==> src/rtl/usb_rx_pkg.sv <==
// Shared constants and bit classification for the USB full-speed receive datapath.
package usb_rx_pkg;

    localparam logic IDLE_LEVEL = 1'b1;
    localparam int   STUFF_RUN  = 6;
    localparam int   BYTE_BITS  = 8;

    typedef enum logic [1:0] {
        BIT_DATA,
        BIT_STUFFED,
        BIT_STUFF_ERR
    } bit_kind_t;

endpackage

==> src/rtl/nrzi_unstuff.sv <==
// NRZI decoder with stuffed-bit classification; tracks the previous line level and the run of ones.
// Stuff detection is present only when RX_BIT_UNSTUFF_EN is defined.
module nrzi_unstuff
    import usb_rx_pkg::*;
#(
    parameter int RUN = STUFF_RUN
) (
    input  logic      clk,
    input  logic      n_rst,
    input  logic      sample,
    input  logic      clear,
    input  logic      d_plus_sync,
    output logic      bit_valid,
    output logic      bit_value,
    output bit_kind_t bit_kind
);

    logic prev_level;
    logic decoded;

    assign decoded   = (d_plus_sync == prev_level);
    assign bit_valid = sample;
    assign bit_value = decoded;

`ifdef RX_BIT_UNSTUFF_EN
    localparam int            CW      = $clog2(RUN + 1);
    localparam logic [CW-1:0] RUN_MAX = CW'(RUN);

    logic [CW-1:0] ones_cnt;

    always_comb begin
        bit_kind = BIT_DATA;
        if (ones_cnt == RUN_MAX) begin
            bit_kind = decoded ? BIT_STUFF_ERR : BIT_STUFFED;
        end
    end

    always_ff @(posedge clk or negedge n_rst) begin
        if (!n_rst) begin
            prev_level <= IDLE_LEVEL;
            ones_cnt   <= '0;
        end else if (clear) begin
            prev_level <= IDLE_LEVEL;
            ones_cnt   <= '0;
        end else if (sample) begin
            prev_level <= d_plus_sync;
            // A full run stays saturated on a violation so every further 1 is flagged too.
            if (ones_cnt == RUN_MAX) begin
                if (!decoded) ones_cnt <= '0;
            end else if (decoded) begin
                ones_cnt <= ones_cnt + 1'b1;
            end else begin
                ones_cnt <= '0;
            end
        end
    end
`else
    assign bit_kind = BIT_DATA;

    always_ff @(posedge clk or negedge n_rst) begin
        if (!n_rst) begin
            prev_level <= IDLE_LEVEL;
        end else if (clear) begin
            prev_level <= IDLE_LEVEL;
        end else if (sample) begin
            prev_level <= d_plus_sync;
        end
    end
`endif

endmodule

==> src/rtl/rx_shift_unstuff.sv <==
// Receive shifter: NRZI decode, bit unstuffing and LSB-first byte assembly with a one-cycle byte strobe.
// Optional macro RX_BIT_UNSTUFF_EN enables stuffed-bit removal and the stuff_err flag.
module rx_shift_unstuff
    import usb_rx_pkg::*;
#(
    parameter int BYTE_BITS = usb_rx_pkg::BYTE_BITS,
    parameter int STUFF_RUN = usb_rx_pkg::STUFF_RUN
) (
    input  logic                 clk,
    input  logic                 n_rst,
    input  logic                 d_plus_sync,
    input  logic                 shift_enable,
    input  logic                 eop,
    input  logic                 clear,
    output logic [BYTE_BITS-1:0] rx_data,
    output logic                 byte_valid,
    output logic [2:0]           bit_count,
    output logic                 stuff_err
);

    localparam logic [2:0] LAST_BIT = 3'(BYTE_BITS - 1);

    logic                 sample;
    logic                 bit_valid;
    logic                 bit_value;
    bit_kind_t            bit_kind;
    logic [BYTE_BITS-1:0] sr;
    logic [BYTE_BITS-1:0] sr_next;
    logic                 data_bit;

    assign sample   = shift_enable && !eop && !clear;
    assign data_bit = bit_valid && (bit_kind == BIT_DATA);
    assign sr_next  = {bit_value, sr[BYTE_BITS-1:1]};

    nrzi_unstuff #(
        .RUN(STUFF_RUN)
    ) u_nrzi (
        .clk        (clk),
        .n_rst      (n_rst),
        .sample     (sample),
        .clear      (clear),
        .d_plus_sync(d_plus_sync),
        .bit_valid  (bit_valid),
        .bit_value  (bit_value),
        .bit_kind   (bit_kind)
    );

    // rx_data deliberately survives clear; only reset wipes it.
    always_ff @(posedge clk or negedge n_rst) begin
        if (!n_rst) begin
            sr         <= '0;
            bit_count  <= '0;
            rx_data    <= '0;
            byte_valid <= 1'b0;
        end else begin
            byte_valid <= 1'b0;
            if (clear) begin
                sr        <= '0;
                bit_count <= '0;
            end else if (data_bit) begin
                sr <= sr_next;
                if (bit_count == LAST_BIT) begin
                    bit_count  <= '0;
                    rx_data    <= sr_next;
                    byte_valid <= 1'b1;
                end else begin
                    bit_count <= bit_count + 1'b1;
                end
            end
        end
    end

`ifdef RX_BIT_UNSTUFF_EN
    always_ff @(posedge clk or negedge n_rst) begin
        if (!n_rst) begin
            stuff_err <= 1'b0;
        end else if (clear) begin
            stuff_err <= 1'b0;
        end else if (bit_valid && bit_kind == BIT_STUFF_ERR) begin
            stuff_err <= 1'b1;
        end
    end
`else
    assign stuff_err = 1'b0;
`endif

endmodule
==> config.mk <==
export PLATFORM = sky130hd
export DESIGN_NAME = rx_shift_unstuff
export DESIGN_NICKNAME = d
export VERILOG_FILES = /design/src/rtl/usb_rx_pkg.sv /design/src/rtl/nrzi_unstuff.sv /design/src/rtl/rx_shift_unstuff.sv
export SDC_FILE = /design/constraint.sdc
export NUM_CORES = 1
export LEC_CHECK = 0
export ABC_AREA = 1
export CAP_MARGIN = 20
export CORE_MARGIN = 8
export CORE_UTILIZATION = 48
export DETAILED_ROUTE_END_ITERATION = 12
export PLACE_DENSITY = 0.76
export SLEW_MARGIN = 20
export SYNTH_ARGS = -nofsm -noshare
export SYNTH_HDL_FRONTEND = slang
export SYNTH_SLANG_ARGS = --single-unit
==> constraint.sdc <==
create_clock -name clk -period 1.7 [get_ports clk]
set_clock_uncertainty 0.05 [all_clocks]
set_input_delay 0.34 -clock clk [delete_from_list [all_inputs] [get_ports clk]]
set_output_delay 0.34 -clock clk [all_outputs]
set_load 0.1 [all_outputs]
### After elaboration in Yosys (flattened, before gate mapping)

Index checks and enable logic that the tools add are counted.

* register bits: 21
* input bits: 6
* output and inout bits: 13
* logic and storage cells: 25

* add/sub/neg operators: 1
* eq/ne operators: 2
* mux-type cells: 10
* bitwise operators: 1
* reduce and logical (&&, ||, !) cells: 6

Operator list (number)
* $mux 8: 2
* $mux 3: 3
* $mux 1: 5
* $add 3x1->3 const B: 1
* $eq 3x3->1 const B: 1
* $reduce_and 3->1: 1
* $logic_and 1x1->1: 2
* $logic_not 1->1: 2
* $reduce_bool 2->1: 1
* $eq 1x1->1: 1
* $not 1->1: 1

### Logic depth before layout (Yosys ltp)

* depth after elaboration: 5
* gate-level depth with buffers: 7
* depth with buffers taken out: 6

### Cells and area by module

Synthesis repeated with hierarchy kept, for this count alone.

* cell total of the unflattened synthesis: 104
* area total of the unflattened synthesis: 925.9 µm²

By module, submodules not included
* rx_shift_unstuff: instances 1, cells each 89, area an instance 834.6 µm², sequential area each 475.5 µm²
* nrzi_unstuff: instances 1, cells each 15, area an instance 91.3 µm², sequential area each 26.3 µm²

### Worst setup path after synthesis

OpenSTA, ideal clock, no wires.

* path type: register to register
* start point: register bit_count[0]
* end point: register rx_data[7]
* data arrival time: 1829 ps
* data required time: 1530 ps
* path slack: -299 ps
* cell stages (with the launch flop): 7
* buffers on the path: 1
* cells stage by stage: dfrtp_1 > ha_1 > ha_1 > buf_4 > nand4_2 > nand2_1 > nand2_1

* cells in the longest elaborated chain, start to end: 2

Ends and longest elaborated chain
* from (decl): line rx_shift_unstuff.sv:17 `output logic [2:0] bit_count,`
* from (signal assigned): line rx_shift_unstuff.sv:67 `bit_count <= bit_count + 1'b1;`
* $eq 3x3->1: line rx_shift_unstuff.sv:62 `if (bit_count == LAST_BIT) begin`
* $reduce_and 3->1 (no source line)
* to (signal assigned): line rx_shift_unstuff.sv:64 `rx_data <= sr_next;`
* to (decl): line rx_shift_unstuff.sv:15 `output logic [BYTE_BITS-1:0] rx_data,`

No other way between the ends.
A chain may end at the register's enable or synchronous reset.

### Final worst setup path

* start point: register bit_count[0]
* end point: register bit_count[0]

* cells in the longest elaborated chain, start to end: 4
* elaborated cells on any way between the ends: 5

Ends and longest elaborated chain
* $add 3x1->3 or $eq 3x3->1 (tied branches): line rx_shift_unstuff.sv:67, rx_shift_unstuff.sv:62
* $mux 3 (*): line rx_shift_unstuff.sv:62
* $mux 3 (*): line rx_shift_unstuff.sv:60 `end else if (data_bit) begin`
* $mux 3 (*): line rx_shift_unstuff.sv:57 `if (clear) begin`

Mark *: on every way between the ends. The rest lies on a longest branch, timed or not. The select of a mux whose other input is x is not followed.

==> out/summary.txt <==
Worst path bufs/invs: 1
I/O Pins: 19
Critical-path top delay cell: dfrtp_2
CP startpoint kind: register
Total power draw: 0.9812 mW
Leak pwr: 0.6758 nW
Yosys warning count: 0
Period utilization: 0.8151
Post-layout net count: 128
DRT Pass-1 Iters: 4
Count of pins over their slew limit: 0
Final hold vios: 0
Cts hold-fix bufs: 0
HPWL Detailed: 1302 µm
Synthesis-to-layout area growth: 40.59%
TritonCTS clock tree: built
Crit Path Class: register to register
Initial Util: 0.5123
Clock sinks: 20
Post-Layout Cell Count: 144
Yosys top cell area share: 0.5375
Comb pwr share: 0.102
Register area share after synthesis: 0.5672
WL per Instance: 12.21 µm
Setup violations, final: 0
IO Port Bufs: 17
Largest net degree at the start of global routing: 21
Crit path capture type: register
Post-synth EDFFs: 0
Die ar.: 3473 µm²
Post-Synthesis Cells: 100
Mean post-synth cell area: 8.846 µm²
Cell Area, Placed: 1191 µm²
Switching portion of total power: 0.2307
Crit path depth: 6
CTS clk-pin slew, worst paths: 110 ps
Mapped Area: 884.6 µm²
CTS Buf Count: 3
Placed Cells: 140
Vias/cell: 4.903
Outcome: finished, final reports clean
VDD IR max: 0.7056 mV
Synth area leaders: dfrtp_1 (54%), nand2_1 (21%), nand4_1 (5.0%)
R2r startpoint: bit_count[0]
Min Tclk post-route: 1386 ps
Reg power frac: 0.502
Reported net switching power: 0.2264 mW
Yosys cell types: 17
Post CTS Setup Buffer Count: 0
Most used flip-flop cell after synthesis: dfrtp_1
Row cnt: 15
Post-cts resize count: 0
Design Area, Final: 1244 µm²
CTS Root Cell: clkbuf_4
Crit path required time: 1910 ps
Sequence of cells on the critical path: ha_1 > ha_1 > buf_4 > nor2_1 > nand2_1 > nand2_1
Number of global-route vias before repair: 701
Htree depth: 1
Antenna Nets Post-Route: 0
Setup TNS: 0 ps
# DRC: 0
CP Launch Point: bit_count[0]
Pwr dens: 788.9 nW/µm²
Grt total ovfl: 0
Fin Hold WS: 308.5 ps
Leading area contributor after synthesis: dfrtp_1
WL final: 1758 µm
Crit-path max FO: 9
Overall routing resource usage: 0.1194
Starting DRT DRC Count: 21
Cell Int Power: 0.7548 mW
Share of total power in the clock network: 0.396
Crit-path leading delay family: flip-flops
Die Y: 58.93 µm
Net count after synthesis: 108
Number of diodes: 0
Post-synth top cells: nand2_1 (50), dfrtp_1 (19), nand4_1 (7)
Worst skew pair latency: 310 ps
Global-route wire length before repair: 3167 µm
Async set-reset flop share out of synthesis: 1.000
Final estimated routing congestion in global placement: 0.7736
Max_cap viols: 0
CTS max path bufs: 2
Layout cells sized above 1: 0.2605
Antenna violations before repair: 0
Critical Path Max Stage Delay: 460 ps
R2R depth: 6
Die span in x: 58.93 µm
Via count: 706
Synth Register Bits: 20
Worst EP arrival: 1590 ps
RSZ-0062 raised after global routing: no
Top-count cell post-synth: nand2_1
Hold Path Class: input port to asynchronous set/reset pin
Max Clock Freq: 721.6 MHz
Core Box Area: 1727 µm²
## worst reg2reg max path: stages, from the launching register on
cell     delay (ps)
dfrtp_2         460
ha_1            210
ha_1            210
buf_4           170
nor2_1          100
nand2_1          60
nand2_1          80
## flip-flops by register name, indices dropped and copies added, names as in the netlist
| register | cells |
|---|---|
| byte_valid | 1 |
| u_nrzi.prev_level | 1 |
| bit_count | 3 |
| sr | 7 |
| rx_data | 8 |
## logic make-up after synthesis
logic type	count (synthesis)	synth area share
AOI/OAI and AO/OA	1	0.005652
adders and majority gates	2	0.02828
buffers and inverters	11	0.06788
other	1	0.004239
and+or+nand+nor	65	0.3267
DFF	20	0.5672
## final timing paths
path / endpoint / slack (ps)
worst max-delay path: bit_count[0] / 310
worst min-delay path: rx_data[5] / 310
worst max register to register: bit_count[0] / 310
worst min register to register: sr[1] / 440
max in group asynchronous: u_nrzi.prev_level / 1020
min in group clk: sr[1] / 440
## power by group through the flow
stage	logic, mW	registers, mW	clock network [mW]
final	0.101	0.492	0.388
after global routing	0.110	0.493	0.410
after CTS	0.102	0.492	0.395
after detailed placement	0.101	0.501	0
after global placement	0.0992	0.501	0
after floorplan	0.0451	0.517	0
## cell type report
cell class              instances  area [µm²]
clock inverters                 1       30.03
multi-input cells              69       322.8
flip-flops and latches         20       505.5
well taps                      25       31.28
clock buffers                   3       22.52
inverters                       7       26.28
repair buffers                 19       305.3
fillers                       127       483.0
## placed cells by master, fill, tap and decap left out, drive strengths merged
| master | count |
|---|---|
| buf | 14 |
| bufinv | 1 |
| dfstp | 1 |
| nand2 | 53 |
| nor2 | 3 |
| clkbuf | 3 |
| dfrtp | 19 |
| ha | 2 |
| o21ai | 1 |
| conb | 1 |
| clkdlybuf4s50 | 5 |
| inv | 7 |
| nand4 | 8 |
| nand3 | 1 |
## stage by stage
stage / util / setup WS (ps)
4_1_cts: 0.7203 / 307.6
6_report: 0.7203 / 314.2
3_5_place_dp: 0.6899 / 94.53
3_3_place_gp: 0.6899 / 125.7
2_1_floorplan: - / 6.158
5_1_grt: 0.7203 / 175.6
## routing by layer
metal  routed length [µm]  part of all wire  GRT usage
met1                  745              0.42     0.1353
met2                  834              0.47     0.1931
met4                   47             0.027    0.07167
met5                    0                 0          0
met3                  132             0.075    0.03478
(Power assumes the default switching activity.)
